$ cat src/rtl/yukle_sakla_birimi.sv
// Load/store initiator for a 32-bit word-addressed data memory (async read, sync write).
// Latency accept->response: load 2, word store 2, sub-word store 3 (read-modify-write), error 1.
// Backpressure: hazir_o is high only when idle; the response is a one-cycle pulse and cannot be stalled.
module yukle_sakla_birimi #(
  parameter int BELLEK_ADRES_BIT = 11
) (
  input  logic        clk_i,
  input  logic        rst_ni,
  input  logic        istek_i,
  output logic        hazir_o,
  input  logic        yaz_i,
  input  logic [1:0]  boyut_i,
  input  logic        isaretsiz_i,
  input  logic [31:0] adres_i,
  input  logic [31:0] veri_i,
  output logic        gecerli_o,
  output logic [31:0] veri_o,
  output logic        hata_o,
  output logic        bellek_wen_o,
  output logic [31:0] bellek_adres_o,
  output logic [31:0] bellek_veri_o,
  input  logic [31:0] bellek_veri_i
);

  localparam logic [1:0] BOSTA = 2'd0;
  localparam logic [1:0] OKU   = 2'd1;
  localparam logic [1:0] YAZ   = 2'd2;
  localparam logic [1:0] YANIT = 2'd3;

  localparam logic [1:0] BOYUT_BAYT  = 2'b00;
  localparam logic [1:0] BOYUT_YARIM = 2'b01;
  localparam logic [1:0] BOYUT_KELIME = 2'b10;

  logic [1:0]  durum_q, durum_d;
  logic        yaz_q;
  logic [1:0]  boyut_q;
  logic        isaretsiz_q;
  logic [31:0] adres_q;
  logic [31:0] veri_q;
  logic [31:0] eski_q;
  logic [31:0] sonuc_q, sonuc_d;
  logic        hata_q, hata_d;

  logic        kabul;
  logic        istek_hatasi;
  logic [4:0]  bayt_kayma;
  logic [4:0]  yarim_kayma;
  logic [31:0] okunan_kayik;
  logic [31:0] yuklenen;
  logic [31:0] yazma_verisi;

  assign hazir_o = (durum_q == BOSTA);
  assign kabul   = istek_i && hazir_o;

  // Request legality, evaluated on the raw inputs so the decision is made at accept.
  always_comb begin
    istek_hatasi = 1'b0;
    case (boyut_i)
      BOYUT_YARIM:  istek_hatasi = adres_i[0];
      BOYUT_KELIME: istek_hatasi = (adres_i[1:0] != 2'b00);
      BOYUT_BAYT:   istek_hatasi = 1'b0;
      default:      istek_hatasi = 1'b1;
    endcase
    if (|adres_i[31:BELLEK_ADRES_BIT]) begin
      istek_hatasi = 1'b1;
    end
  end

  // Lane offsets: byte lane is adr[1:0], half lane is adr[1].
  assign bayt_kayma   = {adres_q[1:0], 3'b000};
  assign yarim_kayma  = {adres_q[1], 4'b0000};
  assign okunan_kayik = (boyut_q == BOYUT_BAYT) ? (bellek_veri_i >> bayt_kayma)
                                                : (bellek_veri_i >> yarim_kayma);

  // Load result: selected lane, sign- or zero-extended.
  always_comb begin
    yuklenen = bellek_veri_i;
    case (boyut_q)
      BOYUT_BAYT:  yuklenen = {{24{~isaretsiz_q & okunan_kayik[7]}}, okunan_kayik[7:0]};
      BOYUT_YARIM: yuklenen = {{16{~isaretsiz_q & okunan_kayik[15]}}, okunan_kayik[15:0]};
      default:     yuklenen = bellek_veri_i;
    endcase
  end

  // Write data: whole word for word stores, otherwise the old word with one lane replaced.
  always_comb begin
    yazma_verisi = veri_q;
    case (boyut_q)
      BOYUT_BAYT:  yazma_verisi = (eski_q & ~(32'h0000_00FF << bayt_kayma))
                                | ((veri_q & 32'h0000_00FF) << bayt_kayma);
      BOYUT_YARIM: yazma_verisi = (eski_q & ~(32'h0000_FFFF << yarim_kayma))
                                | ((veri_q & 32'h0000_FFFF) << yarim_kayma);
      default:     yazma_verisi = veri_q;
    endcase
  end

  // Next state plus the response data/error that are captured on entry to YANIT.
  always_comb begin
    durum_d = durum_q;
    sonuc_d = sonuc_q;
    hata_d  = hata_q;
    case (durum_q)
      BOSTA: begin
        if (kabul) begin
          if (istek_hatasi) begin
            durum_d = YANIT;
            sonuc_d = 32'd0;
            hata_d  = 1'b1;
          end else begin
            hata_d = 1'b0;
            if (yaz_i && (boyut_i == BOYUT_KELIME)) begin
              durum_d = YAZ;
            end else begin
              durum_d = OKU;
            end
          end
        end
      end
      OKU: begin
        if (yaz_q) begin
          durum_d = YAZ;
        end else begin
          durum_d = YANIT;
          sonuc_d = yuklenen;
        end
      end
      YAZ: begin
        durum_d = YANIT;
        sonuc_d = 32'd0;
      end
      default: begin
        durum_d = BOSTA;
      end
    endcase
  end

  // State and response registers.
  always_ff @(posedge clk_i or negedge rst_ni) begin
    if (!rst_ni) begin
      durum_q <= BOSTA;
      sonuc_q <= 32'd0;
      hata_q  <= 1'b0;
    end else begin
      durum_q <= durum_d;
      sonuc_q <= sonuc_d;
      hata_q  <= hata_d;
    end
  end

  // Request fields are captured once at accept and held for the whole transaction.
  always_ff @(posedge clk_i or negedge rst_ni) begin
    if (!rst_ni) begin
      yaz_q       <= 1'b0;
      boyut_q     <= 2'b00;
      isaretsiz_q <= 1'b0;
      adres_q     <= 32'd0;
      veri_q      <= 32'd0;
    end else if (kabul) begin
      yaz_q       <= yaz_i;
      boyut_q     <= boyut_i;
      isaretsiz_q <= isaretsiz_i;
      adres_q     <= adres_i;
      veri_q      <= veri_i;
    end
  end

  // Old word captured during OKU so the merge in YAZ does not depend on the read path.
  always_ff @(posedge clk_i or negedge rst_ni) begin
    if (!rst_ni) begin
      eski_q <= 32'd0;
    end else if (durum_q == OKU) begin
      eski_q <= bellek_veri_i;
    end
  end

  assign gecerli_o      = (durum_q == YANIT);
  assign hata_o         = (durum_q == YANIT) && hata_q;
  assign veri_o         = sonuc_q;
  assign bellek_wen_o   = (durum_q == YAZ);
  assign bellek_adres_o = {adres_q[31:2], 2'b00};
  assign bellek_veri_o  = yazma_verisi;

endmodule

$ cat config.mk
export PLATFORM = sky130hd
export DESIGN_NAME = yukle_sakla_birimi
export DESIGN_NICKNAME = d
export VERILOG_FILES = /design/src/rtl/yukle_sakla_birimi.sv
export SDC_FILE = /design/constraint.sdc
export NUM_CORES = 1
export LEC_CHECK = 0
export ABC_AREA = 1
export BUFFER_PORTS_ARGS = -buffer_cell sky130_fd_sc_hd__clkbuf_2
export CAP_MARGIN = 20
export CORE_ASPECT_RATIO = 0.6
export CORE_MARGIN = 8
export CORE_UTILIZATION = 57
export DETAILED_ROUTE_END_ITERATION = 7
export GPL_TIMING_DRIVEN = 0
export PLACE_DENSITY = 0.95
export SLEW_MARGIN = 20
export SYNTH_ARGS = -nofsm -noshare
export SYNTH_HDL_FRONTEND = slang
export SYNTH_SLANG_ARGS = --single-unit
$ cat constraint.sdc
create_clock -name clk_i -period 3.87 [get_ports clk_i]
set_clock_uncertainty 0.05 [all_clocks]
set_input_delay 0.774 -clock clk_i [delete_from_list [all_inputs] [get_ports clk_i]]
set_output_delay 0.774 -clock clk_i [all_outputs]
set_load 0.02 [all_outputs]
# Word level (Yosys, flattened, before mapping)
# Index checks and enable logic that the tools add are counted.
# Widths: inputs -> output; s select.
# op_classes
n_reduce_logical,11
eq_ne,9
n_mux,15
bitwise,9
shifts,6
# op_table
operator,n
$pmux 32 s2,2
$mux 32,3
$pmux 32 s3,1
$and 32x32->32,2
$not 32->32,2
$or 32x32->32,2
$shr 32x5->16,2
$shl 16x5->32,1
$shl 16x5->32 const A,1
$shl 8x5->32,1
$shl 8x5->32 const A,1
$reduce_or 21->1,1
$mux 16,1
$eq 2x1->1 const B,3
$eq 2x2->1 const B,3
$logic_not 2->1,3
$mux 2,3
$pmux 2 s3,1
$ne 2x1->1 const B,2
$reduce_and 4->1,1
$logic_and 1x1->1,3
$mux 1,3
$pmux 1 s3,1
$reduce_bool 3->1,1
5 further kinds,6
# word_totals
register_bits,135
out_inout_bits,100
word_cells,59
inputBits,103

# Depth between registers and ports, before layout
# Gate-level depths: netlist of run 1.
# depth
word_depth,6
ltp_mapped,10
mapped_depth_nobuf,10

# Worst setup path after synthesis of run 1
# Ideal clock, no wire load.
# synth_timing
kind,flip-flop to output port
startpoint,register boyut_q[1]
endpoint,output port bellek_veri_o[0]
stages_incl_launch_ff,8
path_slack_ns,1.548
t_required_ns,3.046
t_arrival_ns,1.498
path_buffers,2
path_cell_list,dfrtp_1 -> inv_2 -> buf_2 -> nand2_1 -> nand2_2 -> buf_2 -> nor2_1 -> a21oi_1
# synth_via
elab_chain_cells,2
elab_cells_between_ends,3
cone_classes,eq/ne: 1; mux: 1; reduce/logical: 1
# synth_lines
element,line,source
"start, declared",36,logic [1:0] boyut_q;
"start signal, assigned",160,boyut_q <= boyut_i;
$eq 2x1->1 / $logic_not 2->1 (equally long branches),88,case (boyut_q)
$pmux 32 s2 *,88,
"end, declared",21,"output logic [31:0] bellek_veri_o,"
# Every way passes the cells marked *; elsewhere a longest branch is shown, timed or not.

# Final worst setup path of run 1
# layout_timing
startpoint,register adres_q[0]
endpoint,output port bellek_veri_o[15]
# layout_via
elab_chain_cells,5
elab_cells_between_ends,6
cone_classes,shift: 2; mux: 1; bitwise: 3
# layout_lines
element,line,source
"start, declared",38,logic [31:0] adres_q;
"start signal, assigned",162,adres_q <= adres_i;
$shl 8x5->32,89,BOYUT_BAYT: yazma_verisi = (eski_q & ~(32'h0000_00FF << bayt_kayma))
$not 32->32,89,
$and 32x32->32,89,
$or 32x32->32 *,90,| ((veri_q & 32'h0000_00FF) << bayt_kayma);
$pmux 32 s2 *,88,
# Marked as above.

==> out/results.ini, run 1 <==
[route]
met1_length_mm=10.65
dr.max_layer_used=met4
ant_nets=0
drcViolationCount=0
routed_wl_mm=25.17
met3_length_mm=3.501
drt_first_pass_iters=5
wl_met2_mm=10.48
wl_per_cell_um=18.08
initialDrtViolationCount=938
vias_per_cell=5.620
vias=7823

[synth]
synth-seq-area-share_pct=46.19
synth_seq_cells=135
yosysWarnings=0
synth_cell_types=36
syn-cell-area_um2=7315
avgSynthCellArea_um2=7.403
synth_cells=988

[worst_setup_path]
worstPathArrival_ps=2340
crit_type=flip-flop to primary output
reg2regPathDepth=8
endpoint_kind=primary output
startpoint=adres_q[0]
startpoint_type=flip-flop
worst_r2r_endpoint=veri_o[2]
required_ps=3050
r2r-start=durum_q[1]
regToRegSetupSlack_ps=1480
critPathMaxFanout=10

[min_path]
hold_path.class=input pin to async pin

[placed_design]
port_buffers=200
gp_congestion=0.9726
pre_cts_ws_ps=1239
hpwl_mm=19.27

[layout]
layout_commonest_cell=nand2_1
drive_gt1_share_pct=25.61
nets=1316
utilization_pct=72.16
num_antenna_cells=0
layout_common_cells=nand2_1 (399), clkbuf_2 (200), dfrtp_1 (135)
area_delta_synth_final_pct=25.21

[floorplanning]
coreArea_um2=12690
rows=32
dieArea_um2=16830
initial_utilization_pct=57.63
die_h_um=103.7
ioPinCount=203
die_w_um=162.2

[run_status]
status=completed

[grt]
grt_pass1_vias=7611
grt_overflow_total=0
grt.total_usage_pct=29.79
grt_max_degree=86
grt_antenna_before_repair=0
grt_pass1_wl_mm=40.08

[timing]
setup_violations=0
rsz0062_at_grt=no
maxSlewViolCount=0
relSlewSlack_pct=57.34
timing.hold.ws_ps=244.4
layout_setup_ws_ps=708.0
finalSetupTns_ps=0
period_minus_slack_ps=3162
timing.final.crit_share_pct=81.70
worstMarginPinSlew_ps=639.9
max_freq_mhz=316.3
final-hold-violation-count=0

[cts]
clockBufferDepth=2
htree_num_levels=4
cts_hold_repair.buffers=0
numCtsBuffers=17
cts_tree=yes
root_buffer=clkbuf_16
postCtsSetupBuffers=0
cts.sinks=135
clk_pin_slew_worst_paths_ps=60
cts_resized=0
clock_latency_ps=420

[power]
power.leakage_nw=4.977
vdd_drop_max_v=0.0008402
power_density_nw_per_um2=1002
report.power.total_w=0.009174

[job]
cap_violations=0

==> stage by stage <==
stage          instances  cell area, um2
2_1_floorplan        989            7318
3_3_place_gp        1359            8532
3_5_place_dp        1360            8568
4_1_cts             1392            9159
5_1_grt             1392            9159
6_report            1392            9159
==> kinds of logic after synthesis <==
| logic type | synth area share [%] |
|---|---|
| AO/OA/AOI/OAI | 12.98 |
| adder cells (fa/ha/maj) | 0.6843 |
| buffers and inverters | 11.27 |
| flip-flops | 46.19 |
| other | 0.05127 |
| AND/OR/NAND/NOR | 28.82 |
==> worst max path at each step <==
stage,end,depth (start not counted)
floorplan,bellek_veri_o[0],7
global placement,veri_q[6],1
detailed placement,bellek_veri_o[18],8
CTS,bellek_veri_o[21],8
global route,bellek_veri_o[21],8
finish,bellek_veri_o[15],8
==> synth_stat cells (all sizes together) <==
master | number | area share, %
nand2 | 401 | 21
dfrtp | 135 | 46
o21ai | 107 | 7.8
inv | 91 | 4.7
buf | 54 | 5.0
nor2 | 45 | 2.6
nand3 | 37 | 3.2
clkbuf | 30 | 1.6
nand4 | 22 | 1.9
o22ai | 20 | 1.7
a21oi | 15 | 1.0
o2111ai | 14 | 1.7
ha | 4 | 0.68
or2 | 4 | 0.34
o211ai | 2 | 0.21
o221ai | 2 | 0.24
a31oi | 1 | 0.086
conb | 1 | 0.051
nor3 | 1 | 0.068
o21bai | 1 | 0.10
o31ai | 1 | 0.10
==> area by class of cell <==
class	count	area [um2]
flip-flops and latches	135	3378
clock inverters	13	147.6
repair buffers	201	1037
multi-input cells	679	3115
well taps	170	212.7
clock buffers	19	442.9
fillers	988	3533
inverters	91	344.1
plain buffers	84	480.5
==> registers in the layout (all words and copies together), names as in the netlist <==
| name | count |
|---|---|
| adres_q | 32 |
| boyut_q | 2 |
| durum_q | 2 |
| eski_q | 32 |
| hata_q | 1 |
| isaretsiz_q | 1 |
| veri_o | 32 |
| veri_q | 32 |
| yaz_q | 1 |
==> worst max-delay path: stages, from the launching register on <==
cell	delay, ps
dfrtp_1	310
buf_2	200
clkbuf_1	400
inv_1	140
nor2_1	300
o22ai_1	140
nor2_1	120
o21ai_0	120
clkbuf_2	190
==> report_power, final <==
| part | internal [W] | switching (W) |
|---|---|---|
| registers | 0.00207 | 0.000401 |
| clock network | 0.000973 | 0.000670 |
| logic | 0.00160 | 0.00346 |
| total | 0.00464 | 0.00453 |
==> layer usage <==
metal | GRT usage [%] | vias to the layer above
met5 | 0 | -
met4 | 8.421 | 0
met3 | 11.42 | 64
met2 | 42.62 | 531
met1 | 41.15 | 3651
li1 | - | 3577
No activity file was read; power rests on OpenSTA's default activity.
==> run 2, diff against run 1 <==
--- a/config.mk
+++ b/config.mk
@@ -10,10 +10,10 @@
 export CAP_MARGIN = 20
 export CORE_ASPECT_RATIO = 0.6
 export CORE_MARGIN = 8
-export CORE_UTILIZATION = 57
+export CORE_UTILIZATION = 53
 export DETAILED_ROUTE_END_ITERATION = 7
 export GPL_TIMING_DRIVEN = 0
-export PLACE_DENSITY = 0.95
+export PLACE_DENSITY = 0.92
 export SLEW_MARGIN = 20
 export SYNTH_ARGS = -nofsm -noshare
 export SYNTH_HDL_FRONTEND = slang
==> constraint.sdc (replaced) <==
create_clock -name clk_i -period 3.3 [get_ports clk_i]
set_clock_uncertainty 0.05 [all_clocks]
set_input_delay 0.66 -clock clk_i [delete_from_list [all_inputs] [get_ports clk_i]]
set_output_delay 0.66 -clock clk_i [all_outputs]
set_load 0.02 [all_outputs]
==> run 2 against run 1 <==
Final cell count up 0.36%; non-clock buffer count unchanged; sequential cell count unchanged; clock power up 15%; first-iteration DRC count up 2.1%; critical path type unchanged; largest power group unchanged; highest routed layer unchanged.
==> out/results.ini, run 2 (same netlist as run 1, synthesis figures left out) <==
[floorplanning]
die_w_um=167.7  ; +3.3%
ioPinCount=203  ; unchanged
dieArea_um2=17940  ; +6.6%
coreArea_um2=13580  ; +7.0%
die_h_um=107.0  ; +3.1%
rows=33  ; +3.1%
initial_utilization_pct=53.85  ; -3.8 points

[route]
drcViolationCount=0  ; unchanged
routed_wl_mm=25.57  ; +1.6%
wl_per_cell_um=18.30  ; +1.2%
ant_nets=0  ; unchanged
vias_per_cell=5.586  ; -0.60%
initialDrtViolationCount=958  ; +2.1%
vias=7804  ; -0.24%
drt_first_pass_iters=8  ; +3

[job]
cap_violations=0  ; unchanged

[cts]
root_buffer=clkbuf_16
htree_num_levels=4  ; unchanged
cts_tree=yes
cts.sinks=135  ; unchanged
clock_latency_ps=430  ; about the same
clk_pin_slew_worst_paths_ps=70  ; about the same
numCtsBuffers=17  ; unchanged
cts_hold_repair.buffers=0  ; unchanged
postCtsSetupBuffers=0  ; unchanged
clockBufferDepth=2  ; unchanged
cts_resized=0  ; unchanged

[worst_setup_path]
crit_type=flip-flop to primary output
startpoint_type=flip-flop
regToRegSetupSlack_ps=790  ; -690 ps
worstPathArrival_ps=2350  ; about the same
critPathMaxFanout=10  ; unchanged
required_ps=2590  ; -460 ps
endpoint_kind=primary output

[power]
p_int_w=0.005379  ; +16%
p_comb_share_pct=55.2  ; about the same
power_density_nw_per_um2=1174  ; +17%
power.switching_w=0.005365  ; +18%
swShare_pct=49.94  ; +0.52 points
vdd_drop_max_v=0.0009150  ; +8.9%
seqPwrFrac_pct=27.1  ; +0.2 points
clkPwrFrac_pct=17.6  ; -0.3 points
power.leakage_nw=4.979  ; about the same

[placed_design]
port_buffers=200  ; unchanged
dp_cells=1365  ; +0.37%
dpl_cell_area_um2=8574  ; about the same
hpwl_mm=19.59  ; +1.7%
gp_congestion=0.9696  ; -0.31%

[timing]
period_minus_slack_ps=3060
rsz0062_at_grt=no
setup_violations=0  ; unchanged
final-hold-violation-count=0  ; unchanged
max_freq_mhz=326.8
finalSetupTns_ps=0  ; unchanged
maxSlewViolCount=0  ; unchanged
worstMarginPinSlew_ps=684.6  ; +44.71 ps
timing.final.crit_share_pct=92.74
relSlewSlack_pct=54.19  ; -3.1 points

[grt]
grt_pass1_wl_mm=40.02  ; -0.14%
grt.total_usage_pct=28.35  ; -1.4 points
grt_max_degree=79  ; -8.1%
grt_antenna_before_repair=0  ; unchanged
grt_pass1_vias=7500  ; -1.5%
grt_overflow_total=0  ; unchanged

[layout]
drive_gt1_share_pct=25.70  ; +0.082 points
layout_commonest_cell=nand2_1
design_area_um2=9155  ; about the same
num_antenna_cells=0  ; unchanged
layout_common_cells=nand2_1 (399), clkbuf_2 (200), dfrtp_1 (135)
area_delta_synth_final_pct=25.16  ; about the same
final_cells=1397  ; +0.36%
nets=1316  ; unchanged

[run_status]
status=completed

[min_path]
hold_path.class=input pin to async pin

run 2: layout make-up:
class / instances / area, um2
Inverter: 91 / 344.1
Sequential cell: 135 / 3378
Tap cell: 175 / 219.0
Multi-Input combinational cell: 679 / 3115
Buffer: 84 / 480.5
Clock inverter: 14 / 141.4
Fill cell: 1136 / 4429
Clock buffer: 18 / 439.2
Timing Repair Buffer: 201 / 1037
run 2: worst max-delay path, cell delays in order, from the launching register on:
cell and delay (ps):
dfrtp_1 320, clkbuf_2 210, inv_2 150, buf_2 230, nor2_1 460, o22ai_1 140, nand2_1 100, nand3_1 130
clkbuf_2 190
run 2: worst paths after layout:
kind                       depth (start not counted)       start           endpoint
setup / recovery                                   8  adres_q[1]  bellek_veri_o[19]
hold reg to reg                                    2  adres_q[2]         adres_q[2]
max in group asynchronous                          2      rst_ni          veri_q[4]
hold / removal                                     1      rst_ni         durum_q[1]
min in group clk_i                                 3  adres_i[8]         adres_q[8]
setup reg to reg                                   8  durum_q[1]          veri_o[4]
run 2: power by group through the flow:
stage	Sequential (W)	Combinational (W)	Clock [W]
2_1_floorplan	0.00299	0.00375	0
3_3_place_gp	0.00288	0.00569	0
3_5_place_dp	0.00291	0.00581	0
4_1_cts	0.00289	0.00585	0.00189
5_1_grt	0.00298	0.00647	0.00196
6_report	0.00292	0.00593	0.00189
run 2: routing by layer:
metal	part of all wire [%]	GRT usage (%)
met1	44	40.32
met2	41	39.97
met3	13	9.428
met4	2.4	9.448
met5	0	0
run 2: stage by stage:
stage	setup slack, ps	utilization [%]	power, W	hold slack [ps]
final	239.7	67.39	0.01074	160.7
after floorplan	1092	-	0.006734	314.4
after detailed placement	772.9	63.12	0.008712	415.1
after global routing	120.9	67.39	0.01141	193.6
after global placement	-650.7	62.85	0.008570	413.0
after CTS	324.3	67.39	0.01064	174.6
==> run 3, diff against run 2 <==
--- a/config.mk
+++ b/config.mk
@@ -13,7 +13,8 @@
 export CORE_UTILIZATION = 53
 export DETAILED_ROUTE_END_ITERATION = 7
 export GPL_TIMING_DRIVEN = 0
-export PLACE_DENSITY = 0.92
+export PLACE_DENSITY = 0.79
+export SKIP_CTS_REPAIR_TIMING = 1
 export SLEW_MARGIN = 20
 export SYNTH_ARGS = -nofsm -noshare
 export SYNTH_HDL_FRONTEND = slang
==> run 3 against run 2 <==
Final cell count did not move; combinational power shrank 0.8%; critical path depth did not move; register-to-register slack better by 130 ps; worst hold slack got worse by 47 ps; critical endpoint is now bellek_veri_o[23].
==> out/results.ini, run 3 (same netlist as run 1, synthesis figures left out) <==
[timing]
worstMarginPinSlew_ps=659.0  ; -25.59 ps
timing.final.crit_share_pct=90.91  ; -1.8 points
max_freq_mhz=333.3  ; +2.0%
maxSlewViolCount=0  ; unchanged
final-hold-violation-count=0  ; unchanged
relSlewSlack_pct=55.90  ; +1.7 points
rsz0062_at_grt=no
setup_violations=0  ; unchanged
period_minus_slack_ps=3000  ; -60.46 ps
layout_setup_ws_ps=300.1  ; +60.46 ps
timing.hold.ws_ps=113.7  ; -47.00 ps

[layout]
area_delta_synth_final_pct=25.40
layout_commonest_cell=nand2_1
num_antenna_cells=0  ; unchanged
utilization_pct=67.52  ; +0.13 points
layout_common_cells=nand2_1 (399), clkbuf_2 (200), dfrtp_1 (135)
nets=1316  ; unchanged
drive_gt1_share_pct=25.70  ; unchanged

[route]
initialDrtViolationCount=968  ; +1.0%
routed_wl_mm=24.78  ; -3.1%
vias_per_cell=5.429  ; -2.8%
drt_first_pass_iters=5  ; -3
vias=7585  ; -2.8%
ant_nets=0  ; unchanged
wl_per_cell_um=17.73  ; -3.1%
drcViolationCount=0  ; unchanged

[floorplanning]
initial_utilization_pct=53.85  ; unchanged
dieArea_um2=17940  ; unchanged
die_w_um=167.7  ; unchanged
ioPinCount=203  ; unchanged
rows=33  ; unchanged
die_h_um=107.0  ; unchanged
coreArea_um2=13580  ; unchanged

[worst_setup_path]
crit_type=flip-flop to primary output
required_ps=2590  ; about the same
worstPathArrival_ps=2290  ; -60 ps
r2r-start=durum_q[1]
startpoint_type=flip-flop
startpoint=adres_q[1]
endpoint_kind=primary output
critPathMaxFanout=10  ; unchanged

[power]
power.leakage_nw=4.987  ; +0.17%
power_density_nw_per_um2=1168  ; -0.47%
vdd_drop_max_v=0.0009723  ; +6.3%

[grt]
grt.total_usage_pct=27.46  ; -0.89 points
grt_pass1_vias=7245  ; -3.4%
grt_max_degree=93  ; +18%
grt_pass1_wl_mm=38.99  ; -2.6%
grt_antenna_before_repair=0  ; unchanged
grt_overflow_total=0  ; unchanged

[placed_design]
hpwl_mm=19.08  ; -2.6%
port_buffers=200  ; unchanged
gp_congestion=0.9712  ; +0.17%
pre_cts_ws_ps=793.2  ; +20.21 ps

[cts]
htree_num_levels=4  ; unchanged
cts.sinks=135  ; unchanged
clockBufferDepth=2  ; unchanged
clock_latency_ps=420  ; about the same
numCtsBuffers=17  ; unchanged
clk_pin_slew_worst_paths_ps=60  ; about the same
cts_tree=yes
root_buffer=clkbuf_16

[run_status]
status=completed

[job]
cap_violations=0  ; unchanged

[min_path]
hold_path.class=input pin to async pin

[run 3: path summary, 6_finish.rpt]
| path | endpoint | slack, ps | depth (start not counted) |
|---|---|---|---|
| max | bellek_veri_o[23] | 300 | 8 |
| min | veri_q[20] | 110 | 1 |
| max reg2reg | veri_o[1] | 920 | 8 |
| min reg2reg | veri_o[4] | 430 | 2 |
| max in group asynchronous | veri_o[12] | 2310 | 2 |
| min in group clk_i | adres_q[7] | 380 | 3 |
[run 3: metal layers]
metal | track usage (%) | up-vias | share of wire, %
li1 | - | 3583 | -
met2 | 38.90 | 423 | 41
met1 | 39.95 | 3553 | 46
met4 | 6.341 | 0 | 0.98
met3 | 9.024 | 26 | 13
met5 | 0 | - | 0
[run 3: area by class of cell]
type                    instances  area, um2
well taps                     175      219.0
plain buffers                  84      480.5
flip-flops and latches        135       3378
multi-input cells             679       3115
clock inverters                13      145.1
fillers                      1176       4412
repair buffers                201       1037
inverters                      91      344.1
clock buffers                  19      452.9
[run 3: critical path, cell delays in order (launching register included)]
cell and delay (ps):
dfrtp_1 320, clkbuf_2 210, inv_2 140, buf_2 220, nor2_1 450, o22ai_1 140, nand2_1 80, nand3_1 110
clkbuf_2 180
[run 3: through the flow]
step           power, W  setup TNS (ps)  instances  instance area (um2)
2_1_floorplan  0.006734               0        989                 7318
3_3_place_gp   0.008582          -89390       1364                 8538
3_5_place_dp   0.008690               0       1365                 8574
4_1_cts         0.01065               0       1397                 9173
5_1_grt         0.01141               0       1397                 9173
6_report        0.01071               0       1397                 9173
[run 3: report_power, final]
group | internal, W | total (W) | switching (W)
Clock | 0.00116 | 0.00192 | 0.000764
Sequential | 0.00243 | 0.00291 | 0.000484
Combinational | 0.00187 | 0.00588 | 0.00400
